<file path="config.mk">
export PLATFORM = sky130hd
export DESIGN_NAME = matrix_result_display_flat
export DESIGN_NICKNAME = d
export VERILOG_FILES = /design/src/rtl/matrix_result_display_if.sv /design/src/rtl/matrix_result_display.sv /design/src/flat_wrapper.sv
export SDC_FILE = /design/constraint.sdc
export NUM_CORES = 1
export LEC_CHECK = 0
export CAP_MARGIN = 20
export CELL_PAD_IN_SITES_DETAIL_PLACEMENT = 0
export CELL_PAD_IN_SITES_GLOBAL_PLACEMENT = 1
export CORE_MARGIN = 2
export CORE_UTILIZATION = 35
export DETAILED_ROUTE_END_ITERATION = 12
export PLACE_DENSITY_LB_ADDON = 0.1
export SLEW_MARGIN = 20
export SYNTH_ARGS = -nofsm -noshare
export SYNTH_HDL_FRONTEND = slang
export SYNTH_SLANG_ARGS = --single-unit
</file>
<file path="constraint.sdc">
create_clock -name clock -period 3.6 [get_ports clock]
set_input_delay 0.72 -clock clock [delete_from_list [all_inputs] [get_ports clock]]
set_output_delay 0.72 -clock clock [all_outputs]
set_load 0.01 [all_outputs]
</file>
<file path="src/rtl/matrix_result_display_if.sv">
// -----------------------------------------------------------------------------
// matrix_result_display_if
// Valid/ready handshake carrying one 2x2 matrix result word from the
// multiplier stage to the seven-segment display sequencer.
//
// Signals:
//   in_valid   producer has a result word
//   in_ready   consumer can accept a word
//   in_result  {r11[15:12], r12[11:8], r21[7:4], r22[3:0]}, unsigned
//   in_error   operand-range error flag, travels with in_result
//
// Modports:
//   master  producer side (drives valid/result/error, sees ready)
//   slave   consumer side (sees valid/result/error, drives ready)
// -----------------------------------------------------------------------------
interface matrix_result_display_if;
   logic        in_valid;
   logic        in_ready;
   logic [15:0] in_result;
   logic        in_error;

   modport master (
      output in_valid,
      output in_result,
      output in_error,
      input  in_ready
   );

   modport slave (
      input  in_valid,
      input  in_result,
      input  in_error,
      output in_ready
   );
endinterface

</file>
<file path="src/rtl/matrix_result_display.sv">
// -----------------------------------------------------------------------------
// matrix_result_display
// Takes one 2x2 matrix result word through a valid/ready handshake and shows
// its four 4-bit elements r11, r12, r21, r22 in turn on one active-high
// seven-segment digit, each for DWELL_CYCLES clocks. If the word arrived with
// the error flag set, 'E' is shown for DWELL_CYCLES instead. A one-cycle done
// pulse marks the first idle cycle after a sequence.
//
// Optional feature (macro MATRIX_DISP_BLANK_EN): inserts a blank gap of
// BLANK_CYCLES clocks between consecutive elements (not after r22 or 'E').
//
// Ports:
//   clock     system clock, rising edge
//   reset     synchronous, active-high reset; aborts any sequence
//   in_bus    slave side of the result handshake (in_ready is combinational)
//   seg       segments {g,f,e,d,c,b,a}, active-high, registered
//   dp        decimal point, high while r11 is shown, registered
//   elem_idx  element index shown (0=r11 .. 3=r22), registered
//   busy      high in any non-idle state, registered
//   done      one-cycle pulse when a sequence completes, registered
// -----------------------------------------------------------------------------
module matrix_result_display #(
   parameter int DWELL_CYCLES = 10000000,
   parameter int BLANK_CYCLES = 2500000
) (
   input  logic                          clock,
   input  logic                          reset,
   matrix_result_display_if.slave        in_bus,
   output logic [6:0]                    seg,
   output logic                          dp,
   output logic [1:0]                    elem_idx,
   output logic                          busy,
   output logic                          done
);

   // One counter serves both dwell and blank timing, so size it for the longer.
   localparam int CNT_MAX = (DWELL_CYCLES > BLANK_CYCLES) ? DWELL_CYCLES : BLANK_CYCLES;
   localparam int CNT_W   = $clog2(CNT_MAX + 1);
   localparam logic [CNT_W-1:0] DWELL_LAST = CNT_W'(DWELL_CYCLES - 1);
   localparam logic [CNT_W-1:0] CNT_ZERO   = {CNT_W{1'b0}};
   localparam logic [CNT_W-1:0] CNT_ONE    = CNT_W'(1);
`ifdef MATRIX_DISP_BLANK_EN
   localparam logic [CNT_W-1:0] BLANK_LAST = CNT_W'(BLANK_CYCLES - 1);
`endif

   typedef enum logic [1:0] {
      IDLE = 2'd0,
      SHOW = 2'd1,
      ERR  = 2'd2
`ifdef MATRIX_DISP_BLANK_EN
      ,
      GAP  = 2'd3
`endif
   } state_t;

   state_t           state;
   state_t           next_state;
   logic [1:0]       next_elem;
   logic [CNT_W-1:0] cnt;
   logic [CNT_W-1:0] next_cnt;
   logic [15:0]      word;
   logic [15:0]      next_word;
   logic             error;
   logic             next_error;
   logic             transfer;
   logic [6:0]       next_seg;
   logic             next_dp;
   logic             next_busy;
   logic             next_done;

   // Seven-segment encoding; values above 9 show a dash.
   function automatic logic [6:0] enc(input logic [3:0] v);
      logic [6:0] s;
      case (v)
         4'd0:    s = 7'h3F;
         4'd1:    s = 7'h06;
         4'd2:    s = 7'h5B;
         4'd3:    s = 7'h4F;
         4'd4:    s = 7'h66;
         4'd5:    s = 7'h6D;
         4'd6:    s = 7'h7D;
         4'd7:    s = 7'h07;
         4'd8:    s = 7'h7F;
         4'd9:    s = 7'h6F;
         default: s = 7'h40;
      endcase
      return s;
   endfunction

   // Pick element k out of the packed result word (r11 is the top nibble).
   function automatic logic [3:0] elem_of(input logic [15:0] w, input logic [1:0] k);
      logic [3:0] e;
      case (k)
         2'd0:    e = w[15:12];
         2'd1:    e = w[11:8];
         2'd2:    e = w[7:4];
         2'd3:    e = w[3:0];
         default: e = 4'h0;
      endcase
      return e;
   endfunction

   assign in_bus.in_ready = (state == IDLE) && !reset;
   assign transfer        = in_bus.in_valid && in_bus.in_ready;

   // State, counter, captured word and registered outputs.
   always_ff @(posedge clock) begin
      if (reset) begin
         state    <= IDLE;
         elem_idx <= 2'd0;
         cnt      <= CNT_ZERO;
         word     <= 16'h0000;
         error    <= 1'b0;
         seg      <= 7'h00;
         dp       <= 1'b0;
         busy     <= 1'b0;
         done     <= 1'b0;
      end else begin
         state    <= next_state;
         elem_idx <= next_elem;
         cnt      <= next_cnt;
         word     <= next_word;
         error    <= next_error;
         seg      <= next_seg;
         dp       <= next_dp;
         busy     <= next_busy;
         done     <= next_done;
      end
   end

   // Capture mux: the word and flag are only replaced on a transfer.
   always_comb begin
      next_word  = word;
      next_error = error;
      if (transfer) begin
         next_word  = in_bus.in_result;
         next_error = in_bus.in_error;
      end else begin
         next_word  = word;
         next_error = error;
      end
   end

   // Next-state logic; counter restarts on every state or element change.
   always_comb begin
      next_state = state;
      next_elem  = elem_idx;
      next_cnt   = cnt;
      next_done  = 1'b0;
      case (state)
         IDLE: begin
            next_elem = 2'd0;
            next_cnt  = CNT_ZERO;
            if (transfer) begin
               next_state = next_error ? ERR : SHOW;
            end else begin
               next_state = IDLE;
            end
         end
         SHOW: begin
            if (cnt == DWELL_LAST) begin
               next_cnt = CNT_ZERO;
               if (elem_idx == 2'd3) begin
                  next_state = IDLE;
                  next_elem  = 2'd0;
                  next_done  = 1'b1;
               end else begin
`ifdef MATRIX_DISP_BLANK_EN
                  next_state = GAP;
`else
                  next_state = SHOW;
`endif
                  // In the gap the index already names the upcoming element.
                  next_elem  = elem_idx + 2'd1;
               end
            end else begin
               next_cnt = cnt + CNT_ONE;
            end
         end
         ERR: begin
            if (cnt == DWELL_LAST) begin
               next_state = IDLE;
               next_elem  = 2'd0;
               next_cnt   = CNT_ZERO;
               next_done  = 1'b1;
            end else begin
               next_cnt = cnt + CNT_ONE;
            end
         end
`ifdef MATRIX_DISP_BLANK_EN
         GAP: begin
            if (cnt == BLANK_LAST) begin
               next_state = SHOW;
               next_cnt   = CNT_ZERO;
            end else begin
               next_cnt = cnt + CNT_ONE;
            end
         end
`endif
         default: begin
            next_state = IDLE;
            next_elem  = 2'd0;
            next_cnt   = CNT_ZERO;
         end
      endcase
   end

   // Output decode from the next state so the outputs register in step with it.
   always_comb begin
      next_seg  = 7'h00;
      next_dp   = 1'b0;
      next_busy = (next_state != IDLE);
      case (next_state)
         SHOW: begin
            next_seg = enc(elem_of(next_word, next_elem));
            next_dp  = (next_elem == 2'd0);
         end
         ERR: begin
            next_seg = 7'h79;
            next_dp  = 1'b0;
         end
         default: begin
            next_seg = 7'h00;
            next_dp  = 1'b0;
         end
      endcase
   end

endmodule

</file>
<file path="src/flat_wrapper.sv">
// flat-port wrapper written by rule: the top's interface ports become plain ports
module matrix_result_display_flat 
#(
   parameter int DWELL_CYCLES = 10000000,
   parameter int BLANK_CYCLES = 2500000
)
  (clock, reset, seg, dp, elem_idx, busy, done, in_bus_in_valid, in_bus_in_result, in_bus_in_error, in_bus_in_ready);
  matrix_result_display_if in_bus_i ();
  input  logic clock;
  input  logic reset;
  output logic [6:0] seg;
  output logic dp;
  output logic [1:0] elem_idx;
  output logic busy;
  output logic done;
  input wire logic [$bits(in_bus_i.in_valid)-1:0] in_bus_in_valid;
  input wire logic [$bits(in_bus_i.in_result)-1:0] in_bus_in_result;
  input wire logic [$bits(in_bus_i.in_error)-1:0] in_bus_in_error;
  output wire logic [$bits(in_bus_i.in_ready)-1:0] in_bus_in_ready;
  assign in_bus_i.in_valid = in_bus_in_valid;
  assign in_bus_i.in_result = in_bus_in_result;
  assign in_bus_i.in_error = in_bus_in_error;
  assign in_bus_in_ready = in_bus_i.in_ready;
  matrix_result_display #(.DWELL_CYCLES(DWELL_CYCLES), .BLANK_CYCLES(BLANK_CYCLES)) u_core (.clock(clock), .reset(reset), .in_bus(in_bus_i), .seg(seg), .dp(dp), .elem_idx(elem_idx), .busy(busy), .done(done));
endmodule
</file>
==> impl_metrics.py, run 1 <==
metrics = {
    "place": {
        "post-place-ws_ps": 168,
        "hpwlAfterDp_mm": 4.76,
        "routabilityCongestion": 0.814,
        "port_buffer_count": 32,
    },
    "floorplan": {
        "chipWidth_um": 94.9,
        "initial_utilization_pct": 35.7,
        "floorplan.die.height_um": 94.9,
        "die_area_um2": 9000,
        "core.rowCount": 33,
        "core_region_area_um2": 8090,
        "boundaryPins": 33,
    },
    "cells_and_area": {
        "drive_above_1_share_pct": 10.4,
        "fillCellCount": 843,
        "area_growth_pct": 19.7,
        "most-common-layout-cells": "54 x sky130_fd_sc_hd__dfxtp_1, 40 x sky130_fd_sc_hd__nor2_1, 32 x sky130_fd_sc_hd__nand2_1, 32 x sky130_fd_sc_hd__clkdlybuf4s50_1, 17 x sky130_fd_sc_hd__mux2i_1",
        "final_net_count": 390,
        "layout_commonest_cell": "sky130_fd_sc_hd__dfxtp_1",
        "antenna_cells": 0,
    },
    "route": {
        "ant_nets": 0,
        "drtIter0Drc": 88,
        "total_wire_length_mm": 6.41,
        "wl_per_cell_um": 13.9,
        "drt_drc_violations_left": 0,
        "vias": 2319,
        "detail_route.first_pass.iterations": 4,
        "vias_per_cell": 5.03,
    },
    "yosys": {
        "synthesis.yosys.warnings": 0,
        "synth_fp_nets": 354,
        "ys_seq_elements": 54,
        "syn_inst": 319,
        "postSynthAreaPerCell_um2": 9.06,
        "synth.distinct_cells": 55,
        "synth_edf_count": 0,
        "netlist.area_leader.share_pct": 37.4,
        "synth-seq-area-share_pct": 37.4,
        "syn_area_um2": 2890,
        "post_synth_main_area_contributors": "sky130_fd_sc_hd__dfxtp_1 37%, sky130_fd_sc_hd__ha_1 6.5%, sky130_fd_sc_hd__mux2i_1 5.9%, sky130_fd_sc_hd__nor2_1 5.2%, sky130_fd_sc_hd__nand2_1 4.2%",
        "ys_dominant_reg_cell": "sky130_fd_sc_hd__dfxtp_1",
        "synth_async_sr_flop_share_pct": 0,
        "yosys.area.top_type": "sky130_fd_sc_hd__dfxtp_1",
    },
    "power": {
        "combinationalPowerShare_pct": 11.9,
        "static-leakage-power_uw": 0.00137,
        "p_int_uw": 831,
        "share_clk_of_total_power_pct": 32.3,
        "switching_share_pct": 24.6,
        "vdd_ir_max_v": 0.000128,
        "pwr_density_cell_nw_per_um2": 318,
        "seq_power_share_pct": 55.8,
        "net-switching-power_uw": 270,
    },
    "clocking": {
        "htreeDepth": 2,
        "cts_tree": "yes",
        "clockRootBuffer": "sky130_fd_sc_hd__clkbuf_8",
        "worst_setup_hold_path_clk_slew_ps": 100,
        "tritoncts.num_buffers": 5,
        "clk_path_buf_depth": 2,
        "clock-sinks": 54,
        "postCtsSetupRepairBufs": 0,
        "worst_skew_pair.late_latency_ps": 310,
    },
    "timing": {
        "fmax_mhz": 293,
        "setup_total_negative_slack_ps": 0,
        "timing.final.crit_share_pct": 94.9,
        "setup_repair_after_global_routing_missed_its_margin": "false",
        "worst_clock_skew_ps": 6.06,
        "report.final.slew_viol_count": 0,
        "finalWorstSetupSlack_ps": 183,
        "finalHoldViolCount": 0,
        "setup-violations-final": 0,
        "fin_crit_ps": 3420,
        "tightest_slew_ps": 670,
        "maxSlewHeadroom_pct": 55.0,
    },
    "grt": {
        "grtUsageMet1_pct": 19.1,
        "grt_most_used_layer": "met2",
        "grt_first_pass_wirelength_mm": 10.6,
        "track_usage_pct": 15.1,
        "grt_pass1_vias": 2210,
        "initial_antenna_violation_count": 0,
        "gr-usage-met3_pct": 3.03,
        "globalRouteMet2Util_pct": 25.7,
        "pin_count_of_the_biggest_net_entering_global_routing": 24,
        "grt-ovfl-total": 0,
    },
    "hold_path": {
        "worst_hold_path_type": "reg2reg",
        "hold_path_depth": 2,
        "timing.hold.worst_endpoint": "u_core.word[12]",
        "hp-start": "u_core.word[12]",
    },
    "setup_path": {
        "regToRegSetupSlack_ps": 180,
        "r2r_cells": 10,
        "worstSetupStartpointType": "register",
        "worst_path_required_time_ps": 3810,
        "cp.arrival_ps": 3630,
        "regToRegStartpoint": "u_core.elem_idx[0]",
        "crit-reg2reg-capture": "u_core.seg[3]",
        "path_class": "reg2reg",
        "worst_setup_path_end_kind": "register",
        "maximum_fanout_along_the_worst_path": 9,
    },
    "run_status": {
        "status": "finished, final reports clean",
    },
    "job": {
        "max_cap_viol_count": 0,
    },
}
[worst max-delay path, cell delays in order (launching register included)]
cell and delay (ps):
sky130_fd_sc_hd__dfxtp_1 420, sky130_fd_sc_hd__ha_2 440, sky130_fd_sc_hd__and2_1 190, sky130_fd_sc_hd__or4b_1 550
sky130_fd_sc_hd__and2_1 270, sky130_fd_sc_hd__nor2b_1 160, sky130_fd_sc_hd__mux4_2 300, sky130_fd_sc_hd__mux2_2 330
sky130_fd_sc_hd__ha_1 310, sky130_fd_sc_hd__nand2_1 60, sky130_fd_sc_hd__a211o_1 290
[power groups by stage]
stage,clock network [µW],registers (µW),logic (µW)
4_1_cts,373,614,132
3_5_place_dp,0,628,131
3_3_place_gp,0,628,133
6_report,356,614,131
2_1_floorplan,0,628,78.6
5_1_grt,397,616,145
[layout make-up]
type / count / area, µm² / share of cell area, %
multi-input cells: 241 / 1710 / 49.6
clock buffers: 7 / 86.3 / 2.50
inverters: 14 / 55.1 / 1.59
flip-flops and latches: 54 / 1080 / 31.3
clock inverters: 1 / 5.00 / 0.145
repair buffers: 39 / 385 / 11.1
well taps: 105 / 131 / 3.80
[per-stage QoR]
stage / util [%] / hold WS, ps / total power (µW) / cell area [µm²] / std cells
final: 42.7 / 463 / 1100 / 3460 / 461
after floorplan: - / 433 / 707 / 2890 / 319
after CTS: 42.7 / 464 / 1120 / 3460 / 461
after detailed placement: 41.6 / 450 / 760 / 3360 / 453
after global placement: 41.6 / 451 / 761 / 3360 / 453
after global routing: 42.7 / 491 / 1160 / 3460 / 461
[cell usage after synthesis, types with 2 or more instances]
master	instances
sky130_fd_sc_hd__mux2_2	2
sky130_fd_sc_hd__nand3b_1	5
sky130_fd_sc_hd__inv_1	13
sky130_fd_sc_hd__o22a_1	3
sky130_fd_sc_hd__clkbuf_1	7
sky130_fd_sc_hd__xnor2_1	6
sky130_fd_sc_hd__xor2_1	12
sky130_fd_sc_hd__or2_2	2
sky130_fd_sc_hd__and2_1	2
sky130_fd_sc_hd__a211o_1	3
sky130_fd_sc_hd__o21ai_0	12
sky130_fd_sc_hd__o21bai_1	2
sky130_fd_sc_hd__nor3_1	2
sky130_fd_sc_hd__or3_1	4
sky130_fd_sc_hd__buf_2	3
sky130_fd_sc_hd__nor2b_1	8
sky130_fd_sc_hd__mux2i_1	17
sky130_fd_sc_hd__o31ai_1	2
sky130_fd_sc_hd__ha_1	15
sky130_fd_sc_hd__and4b_1	3
sky130_fd_sc_hd__o221ai_1	3
sky130_fd_sc_hd__and3_1	5
sky130_fd_sc_hd__nand4_1	2
sky130_fd_sc_hd__nand3_1	16
sky130_fd_sc_hd__a21oi_1	9
sky130_fd_sc_hd__nand2b_1	2
sky130_fd_sc_hd__nor4b_2	2
sky130_fd_sc_hd__a21o_1	3
sky130_fd_sc_hd__nand2_1	32
sky130_fd_sc_hd__a211oi_1	5
sky130_fd_sc_hd__nor2_1	40
sky130_fd_sc_hd__dfxtp_1	54
[worst max path at each step]
stage                             from             to
floorplan           u_core.elem_idx[0]  u_core.seg[3]
global placement    u_core.elem_idx[0]  u_core.seg[3]
detailed placement  u_core.elem_idx[0]  u_core.seg[3]
CTS                 u_core.elem_idx[0]  u_core.seg[3]
global route        u_core.elem_idx[0]  u_core.seg[3]
finish              u_core.elem_idx[0]  u_core.seg[3]
[sequential cells by signal, indices dropped and copies added, names as in the netlist]
register	cells
u_core.busy	1
u_core.cnt	24
u_core.done	1
u_core.dp	1
u_core.elem_idx	2
u_core.seg	7
u_core.state	2
u_core.word	16
[layer usage]
layer	wire, µm	up-vias
met3	266	8
met4	103	0
met5	0	-
met1	3010	1091
met2	3030	37
li1	-	1183
[kinds of logic (layout without fill, tap and decap cells)]
kind of cell / Yosys count / in the layout / synth area share (%)
buffers and inverters: 24 / 61 / 3.34
and+or+nand+nor: 138 / 138 / 26.9
adders and majority gates: 15 / 15 / 6.50
muxes: 20 / 20 / 7.45
AOI/OAI and AO/OA: 50 / 50 / 13.0
DFF: 54 / 54 / 37.4
xor gates and xnor gates: 18 / 18 / 5.46
[what timing repair did]
| action | 4_1_cts | 5_1_grt |
|---|---|---|
| hold buffers | 0 | 0 |
| endpoints found under the setup margin | 0 | 2 |
| endpoints found under the hold margin | 0 | 0 |
| gates resized for setup | 0 | 1 |
Note: power is estimated with default switching activity, not from simulation.
==> inputs of run 2 (changes only) <==
--- a/config.mk
+++ b/config.mk
@@ -11,6 +11,7 @@
 export CORE_MARGIN = 2
 export CORE_UTILIZATION = 35
 export DETAILED_ROUTE_END_ITERATION = 12
+export GPL_ROUTABILITY_DRIVEN = 0
 export PLACE_DENSITY_LB_ADDON = 0.1
 export SLEW_MARGIN = 20
 export SYNTH_ARGS = -nofsm -noshare
==> constraint.sdc (replaced) <==
create_clock -name clock -period 4.1 [get_ports clock]
set_input_delay 0.82 -clock clock [delete_from_list [all_inputs] [get_ports clock]]
set_output_delay 0.82 -clock clock [all_outputs]
set_load 0.01 [all_outputs]
==> impl_metrics.py, run 2 (synthesis gave the netlist of run 1 again) <==
metrics = {
    "run_status": {
        "status": "finished, final reports clean",
    },
    "place": {
        "port_buffer_count": 32,
        "dpl.cell_count": 449,
        "detailed_place.area_um2": 3320,
        "post-place-ws_ps": 481,
        "hpwlAfterDp_mm": 4.56,
    },
    "power": {
        "pwr_density_cell_nw_per_um2": 294,
        "vdd_ir_max_v": 0.000179,
        "static-leakage-power_uw": 0.00135,
    },
    "clocking": {
        "tritoncts.num_buffers": 5,
        "clock-sinks": 54,
        "postCtsResizedCells": 0,
        "htreeDepth": 2,
        "clockRootBuffer": "sky130_fd_sc_hd__clkbuf_8",
        "clk_path_buf_depth": 2,
        "cts-hold-fix-buffers": 0,
        "worst_skew_pair.late_latency_ps": 310,
        "cts_tree": "yes",
        "postCtsSetupRepairBufs": 0,
        "worst_setup_hold_path_clk_slew_ps": 100,
    },
    "cells_and_area": {
        "layout.cells.non_filler": 457,
        "finalInstanceArea_um2": 3430,
        "layout_commonest_cell": "sky130_fd_sc_hd__dfxtp_1",
        "layout_top_registers": "u_core.cnt (24), u_core.word (16), u_core.seg (7)",
        "area_growth_pct": 18.7,
        "most-common-layout-cells": "54 x sky130_fd_sc_hd__dfxtp_1, 40 x sky130_fd_sc_hd__nor2_1, 32 x sky130_fd_sc_hd__nand2_1, 32 x sky130_fd_sc_hd__clkdlybuf4s50_1, 17 x sky130_fd_sc_hd__mux2i_1",
        "largest_reg_flops": 24,
        "fillCellCount": 849,
        "drive_above_1_share_pct": 8.81,
        "final_net_count": 386,
        "largest_register": "u_core.cnt",
        "antenna_cells": 0,
    },
    "setup_path": {
        "path_class": "reg2reg",
        "worstSetupEndpoint": "u_core.seg[3]",
        "critical_path.startpoint": "u_core.state[1]",
        "worst_setup_path_end_kind": "register",
        "worstSetupStartpointType": "register",
        "cp.arrival_ps": 3630,
        "regToRegSetupSlack_ps": 670,
        "r2r_cells": 11,
        "regToRegStartpoint": "u_core.state[1]",
        "crit-reg2reg-capture": "u_core.seg[3]",
        "maximum_fanout_along_the_worst_path": 14,
        "worst_path_required_time_ps": 4300,
    },
    "route": {
        "ant_nets": 0,
        "vias_per_cell": 4.96,
        "total_wire_length_mm": 6.17,
        "drtIter0Drc": 113,
        "drt_drc_violations_left": 0,
        "detail_route.first_pass.iterations": 4,
        "vias": 2268,
        "wl_per_cell_um": 13.5,
    },
    "timing": {
        "worst_clock_skew_ps": 7.51,
        "fmax_mhz": 292,
        "finalHoldViolCount": 0,
        "hold_slack_ps": 464,
        "setup-violations-final": 0,
        "finalWorstSetupSlack_ps": 672,
        "tightest_slew_ps": 575,
        "setup_total_negative_slack_ps": 0,
        "report.final.slew_viol_count": 0,
        "fin_crit_ps": 3430,
        "setup_repair_after_global_routing_missed_its_margin": "false",
        "timing.final.crit_share_pct": 83.6,
        "maxSlewHeadroom_pct": 61.6,
    },
    "floorplan": {
        "floorplan.die.height_um": 94.9,
        "core.rowCount": 33,
        "initial_utilization_pct": 35.7,
        "core_region_area_um2": 8090,
        "boundaryPins": 33,
        "chipWidth_um": 94.9,
        "die_area_um2": 9000,
    },
    "grt": {
        "grt_first_pass_wirelength_mm": 10.6,
        "grt_pass1_vias": 2223,
        "grt-ovfl-total": 0,
        "track_usage_pct": 14.9,
        "pin_count_of_the_biggest_net_entering_global_routing": 31,
        "initial_antenna_violation_count": 0,
    },
    "job": {
        "max_cap_viol_count": 0,
    },
    "hold_path": {
        "worst_hold_path_type": "reg2reg",
    },
}
run 2: cell count changes in the layout (fill, tap and decap cells not counted), sizes merged:
cell / change
clkinv: -1
buf: -4
bufinv: +1
run 2: stage by stage:
step	utilization (%)	power, µW
after floorplan	-	621
after global placement	41.0	664
after detailed placement	41.0	663
after CTS	42.4	1030
after global routing	42.4	1060
final	42.4	1010
run 2: area by class of cell:
class                           count  area (µm²)  area share (%)
Inverter                           14        55.1            1.61
Timing Repair Buffer               35         343            10.0
Multi-Input combinational cell    241        1710            49.9
Clock buffer                        7        76.3            2.23
Sequential cell                    54        1080            31.5
Tap cell                          105         131            3.83
Clock inverter                      1        30.0           0.876
run 2: metal layers:
| layer | up-vias | share of wire [%] | global-route usage (%) |
|---|---|---|---|
| li1 | 1176 | - | - |
| met5 | - | 0 | 0 |
| met3 | 6 | 3.1 | 2.87 |
| met2 | 33 | 47 | 25.6 |
| met4 | 0 | 1.0 | 3.26 |
| met1 | 1053 | 49 | 19.5 |
run 2: report_power, final:
group          internal [µW]  switching, µW
sequential               535           4.10
combinational           54.4           56.3
clock                    183            174
run 2: worst min-delay path by stage:
stage	end	depth (start not counted)	slack, ps	start
final	u_core.word[4]	2	460	u_core.word[4]
after floorplan	u_core.word[4]	2	430	u_core.word[4]
after global placement	u_core.word[4]	2	450	u_core.word[4]
after CTS	u_core.word[4]	2	460	u_core.word[4]
after detailed placement	u_core.word[4]	2	450	u_core.word[4]
after global routing	u_core.word[12]	2	490	u_core.word[12]
run 2: critical path, stage by stage, from the launching register on:
cell and delay, ps:
sky130_fd_sc_hd__dfxtp_1 350, sky130_fd_sc_hd__inv_1 90, sky130_fd_sc_hd__ha_1 430, sky130_fd_sc_hd__and2_1 240, sky130_fd_sc_hd__or4b_1 530, sky130_fd_sc_hd__and2_1 270
sky130_fd_sc_hd__nor2b_1 160, sky130_fd_sc_hd__mux4_2 290, sky130_fd_sc_hd__mux2_2 320, sky130_fd_sc_hd__ha_1 300, sky130_fd_sc_hd__nand2_1 50, sky130_fd_sc_hd__a211o_1 290
==> inputs of run 3 (changes only) <==
==> constraint.sdc (replaced) <==
create_clock -name clock -period 3.2 [get_ports clock]
set_input_delay 0.64 -clock clock [delete_from_list [all_inputs] [get_ports clock]]
set_output_delay 0.64 -clock clock [all_outputs]
set_load 0.01 [all_outputs]
==> impl_metrics.py, run 3 (synthesis gave the netlist of run 1 again) <==
metrics = {
    "timing": {
        "finalHoldViolCount": 0,
        "maxSlewHeadroom_pct": 69.6,
        "setup_repair_after_global_routing_missed_its_margin": "false",
        "setup-violations-final": 0,
        "hold_slack_ps": 462,
        "report.final.slew_viol_count": 0,
        "fin_crit_ps": 3020,
        "timing.final.crit_share_pct": 94.3,
        "fmax_mhz": 331,
        "tightest_slew_ps": 457,
        "worst_clock_skew_ps": 9.27,
    },
    "clocking": {
        "postCtsResizedCells": 0,
        "worst_skew_pair.late_latency_ps": 310,
        "clk_path_buf_depth": 2,
        "htreeDepth": 2,
        "clock-sinks": 54,
        "worst_setup_hold_path_clk_slew_ps": 100,
        "clockRootBuffer": "sky130_fd_sc_hd__clkbuf_8",
        "cts_tree": "yes",
        "postCtsSetupRepairBufs": 0,
        "cts-hold-fix-buffers": 0,
        "tritoncts.num_buffers": 5,
    },
    "cells_and_area": {
        "drive_above_1_share_pct": 16.6,
        "final_core_utilization_pct": 44.9,
        "largest_reg_flops": 24,
        "area_growth_pct": 25.9,
        "fillCellCount": 831,
        "regArea_um2": 1080,
        "layout_top_registers": "u_core.cnt (24), u_core.word (16), u_core.seg (7)",
        "antenna_cells": 0,
        "finalInstanceArea_um2": 3640,
        "multi_input_area_um2": 1720,
        "most-common-layout-cells": "54 x sky130_fd_sc_hd__dfxtp_1, 40 x sky130_fd_sc_hd__nor2_1, 32 x sky130_fd_sc_hd__nand2_1, 32 x sky130_fd_sc_hd__clkdlybuf4s50_1, 31 x sky130_fd_sc_hd__buf_4",
        "final_net_count": 414,
        "layout.cells.non_filler": 485,
        "layout_commonest_cell": "sky130_fd_sc_hd__dfxtp_1",
        "largest_register": "u_core.cnt",
    },
    "route": {
        "drtIter0Drc": 75,
        "vias_per_cell": 4.77,
        "wl_per_cell_um": 13.0,
        "detail_route.first_pass.iterations": 4,
        "total_wire_length_mm": 6.29,
        "ant_nets": 0,
        "vias": 2312,
        "drt_drc_violations_left": 0,
    },
    "grt": {
        "gr-usage-met3_pct": 3.51,
        "track_usage_pct": 15.0,
        "grt_first_pass_wirelength_mm": 10.6,
        "grt_most_used_layer": "met2",
        "grtUsageMet1_pct": 18.9,
        "initial_antenna_violation_count": 0,
        "pin_count_of_the_biggest_net_entering_global_routing": 24,
        "grt-ovfl-total": 0,
        "grt_pass1_vias": 2278,
        "globalRouteMet2Util_pct": 25.3,
    },
    "floorplan": {
        "chipWidth_um": 94.9,
        "core_region_area_um2": 8090,
        "boundaryPins": 33,
        "floorplan.die.height_um": 94.9,
        "core.rowCount": 33,
        "die_area_um2": 9000,
        "initial_utilization_pct": 35.7,
    },
    "place": {
        "dpl.cell_count": 477,
        "hpwlAfterDp_mm": 4.84,
        "detailed_place.area_um2": 3530,
        "port_buffer_count": 32,
    },
    "run_status": {
        "status": "finished, final reports clean",
    },
    "setup_path": {
        "worst_path_required_time_ps": 3410,
        "r2r_cells": 10,
        "crit_path_top_delay_cell": "sky130_fd_sc_hd__or4b_4",
        "worstPathBufferInverterCount": 0,
        "regToRegSetupSlack_ps": 180,
        "path_class": "reg2reg",
        "worst_setup_path_end_kind": "register",
        "crit-reg2reg-capture": "u_core.seg[3]",
        "path_delay_family": "simple AND/OR/NAND/NOR gates",
        "cp.arrival_ps": 3230,
        "timing.critical_path.slowest_cell_delay_ps": 510,
        "cell_chain_of_the_critical_path": "nor4b_2, nand3b_1, or4b_4, and2_1, nor2b_1, mux4_2, mux2_2, ha_1, nand2_1, a211o_1",
        "maximum_fanout_along_the_worst_path": 4,
        "regToRegStartpoint": "u_core.cnt[21]",
        "worstSetupStartpointType": "register",
    },
    "hold_path": {
        "hp-start": "u_core.word[4]",
        "timing.hold.worst_endpoint": "u_core.word[4]",
        "hold_path_depth": 2,
        "worst_hold_path_type": "reg2reg",
    },
    "power": {
        "pwr_density_cell_nw_per_um2": 342,
        "vdd_ir_max_v": 0.000144,
        "finalPower_uw": 1240,
        "static-leakage-power_uw": 0.00148,
    },
    "job": {
        "max_cap_viol_count": 0,
    },
}
-- run 3: cell count changes in the layout (fill, tap and decap cells not counted), sizes merged --
| cell | before | now |
|---|---|---|
| clkinvlp | 0 | 1 |
| clkbuf | 7 | 6 |
| bufinv | 1 | 0 |
| clkinv | 0 | 1 |
| buf | 3 | 31 |
-- run 3: area by class of cell --
class                      instances  area share [%]
clock buffer                       6            2.27
clock inverter                     2           0.344
inverter                          14            1.51
multi-input combinational        241            47.3
sequential                        54            29.7
tap                              105            3.61
timing repair buffer              63            15.2
-- run 3: how the worst max path moves through the flow --
stage | from | to | cells after the start
floorplan | u_core.elem_idx[0] | u_core.seg[3] | 10
global placement | reset | u_core.seg[6] | 12
detailed placement | reset | u_core.seg[6] | 12
CTS | u_core.cnt[8] | u_core.seg[3] | 10
global route | u_core.state[1] | u_core.seg[3] | 11
finish | u_core.cnt[21] | u_core.seg[3] | 10
-- run 3: routing by layer --
metal	up-vias	share of wire (%)
li1	1234	-
met1	1049	48
met2	23	47
met3	6	2.9
met4	0	1.2
met5	-	0
-- run 3: where the power goes --
group	switching, µW	leakage, µW	internal (µW)	total, µW
Clock	227	0.0000472	174	401
Combinational	74.5	0.000999	77.4	152
Sequential	5.00	0.000437	685	690
-- run 3: stage by stage --
step           setup slack (ps)  TNS [ps]
2_1_floorplan               144         0
3_3_place_gp              -56.3      -121
3_5_place_dp              -32.3     -32.3
4_1_cts                     102         0
5_1_grt                    2.64         0
6_report                    183         0
-- run 3: worst register-to-register path: stages, from the launching register on --
cell and delay (ps):
sky130_fd_sc_hd__dfxtp_1 330, sky130_fd_sc_hd__nor4b_2 310, sky130_fd_sc_hd__nand3b_1 150, sky130_fd_sc_hd__or4b_4 510, sky130_fd_sc_hd__and2_1 180, sky130_fd_sc_hd__nor2b_1 140
sky130_fd_sc_hd__mux4_2 310, sky130_fd_sc_hd__mux2_2 330, sky130_fd_sc_hd__ha_1 300, sky130_fd_sc_hd__nand2_1 60, sky130_fd_sc_hd__a211o_1 290
==> variant: new RTL, config.mk and constraints of run 3 <==
`DWELL_CYCLES` is set to 10000000 in 2 places; all go to 2500000.
--- a/src/rtl/matrix_result_display.sv
+++ b/src/rtl/matrix_result_display.sv
@@ -20,7 +20,7 @@
 //   done      one-cycle pulse when a sequence completes, registered
 // -----------------------------------------------------------------------------
 module matrix_result_display #(
-   parameter int DWELL_CYCLES = 10000000,
+   parameter int DWELL_CYCLES = 2500000,
    parameter int BLANK_CYCLES = 2500000
 ) (
    input  logic                          clock,
--- a/src/flat_wrapper.sv
+++ b/src/flat_wrapper.sv
@@ -1,7 +1,7 @@
 // flat-port wrapper written by rule: the top's interface ports become plain ports
 module matrix_result_display_flat 
 #(
-   parameter int DWELL_CYCLES = 10000000,
+   parameter int DWELL_CYCLES = 2500000,
    parameter int BLANK_CYCLES = 2500000
 )
   (clock, reset, seg, dp, elem_idx, busy, done, in_bus_in_valid, in_bus_in_result, in_bus_in_error, in_bus_in_ready);
Behaviour: same outputs for any inputs over 10 cycles, from zero or initial values and one cycle with reset high; that may be too few to reach the edited logic, so the function may still have changed.
==> variant against run 3 <==
- global-route usage shrank 0.54 points
- cell area shrank 8.8%
- synthesized area down 8.5%
- first-iteration DRC count increased by 19%
- power decreased by 3.7%
- setup slack gained 0.0097 ns
- sequential cell count decreased by 2
- largest power group unchanged
- routed wire length fell by 6.2%
- critical path type unchanged
==> variant: results (changes against run 3) <==
stage,metric,value,unit,change
routing,Via density,4.79,,was 4.77
logic_synthesis,syn avg cell area,8.78,um2,was 9.06 um2
logic_synthesis,complex-gate fraction of the synthesized area,0.114,,was 0.130
final_layout,fraction of layout cells with a size suffix above 1,0.136,,was 0.166
routing,routed via count,2167,,was 2312
global_route,number of global-route vias before repair,2040,,was 2278
routing,routed len/inst,13.0,um,about the same
status,status,"complete, no violations",,unchanged
pwr,clk pwr,387,uW,was 401 uW
logic_synthesis,sequential area share after synthesis,0.394,,was 0.374
routing,number of DRC markers in iteration 0,89,,was 75
pwr,Seq group,666,uW,was 690 uW
critical_path,"Largest stage delay, worst path",0.46,ns,was 0.51 ns
place,Post-DP Area,3180,um2,was 3530 um2
logic_synthesis,Synth Area in XOR/XNOR,0.0497,,was 0.0546
place,DP Worst Slack,0.138,ns,was -0.0323 ns
logic_synthesis,Commonest cells post-synth,"52 x dfxtp_1, 42 x nor2_1, 38 x nand2_1",,"was 54 x dfxtp_1, 40 x nor2_1, 32 x nand2_1"
critical_path,Critical Path Start,u_core.cnt[19]$_SDFF_PP0_,,was u_core.cnt[21]$_SDFF_PP0_
global_route,GRT Resource Usage Total,0.145,,was 0.150
global_route,global-route wire length before repair,9.71,mm,was 10.6 mm
pwr,maximum vdd ir drop,0.162,mV,was 0.144 mV
critical_path,CP arrival,3.25,ns,was 3.23 ns
place,placed cells,439,,was 477
pwr,leakage,1.33,nW,was 1.48 nW
timing,clock skew,0.00489,ns,was 0.00927 ns
logic_synthesis,Synth cell types,53,,was 55
timing,Rel. slew slack,0.658,,was 0.696
place,dpl hpwl,4.32,mm,was 4.84 mm
critical_path,slowest CP cell,or3_4,,was or4b_4
final_layout,largest registers,"u_core.cnt: 22 flops, u_core.word: 16 flops, u_core.seg: 7 flops",,"was u_core.cnt: 24 flops, u_core.word: 16 flops, u_core.seg: 7 flops"
logic_synthesis,Post-Syn Nets,336,,was 354
==> variant: cell type report <==
| type | instances | area, um2 | area share |
|---|---|---|---|
| Clock buffer | 6 | 82.6 | 0.0249 |
| Inverter | 10 | 37.5 | 0.0113 |
| Multi-Input combinational cell | 229 | 1520 | 0.459 |
| Timing Repair Buffer | 54 | 498 | 0.150 |
| Sequential cell | 52 | 1040 | 0.314 |
| Tap cell | 99 | 124 | 0.0374 |
| Clock inverter | 2 | 10.0 | 0.00302 |
==> variant: through the flow <==
stage | hold slack [ns] | util
4_1_cts | 0.465 | 0.449
5_1_grt | 0.493 | 0.455
3_3_place_gp | 0.444 | 0.436
3_5_place_dp | 0.452 | 0.436
2_1_floorplan | 0.430 | -
6_report | 0.465 | 0.455
==> variant: metal layers <==
layer	wire length (um)	GRT usage	share of wire	up-vias
met3	201	0.0342	0.034	6
met5	0	0	0	-
li1	-	-	-	1134
met2	2550	0.218	0.43	39
met1	3090	0.208	0.52	988
met4	60	0.0341	0.010	0
==> variant: how the worst min path moves through the flow <==
stage                                 end  slack (ns)                       start
4_1_cts         u_core.word[8]$_SDFF_PP0_        0.47   u_core.word[8]$_SDFF_PP0_
5_1_grt         u_core.word[3]$_SDFF_PP0_        0.49   u_core.word[3]$_SDFF_PP0_
3_5_place_dp    u_core.word[8]$_SDFF_PP0_        0.45   u_core.word[8]$_SDFF_PP0_
2_1_floorplan   u_core.word[0]$_SDFF_PP0_        0.43   u_core.word[0]$_SDFF_PP0_
6_report       u_core.word[12]$_SDFF_PP0_        0.46  u_core.word[12]$_SDFF_PP0_
3_3_place_gp    u_core.word[7]$_SDFF_PP0_        0.44   u_core.word[7]$_SDFF_PP0_
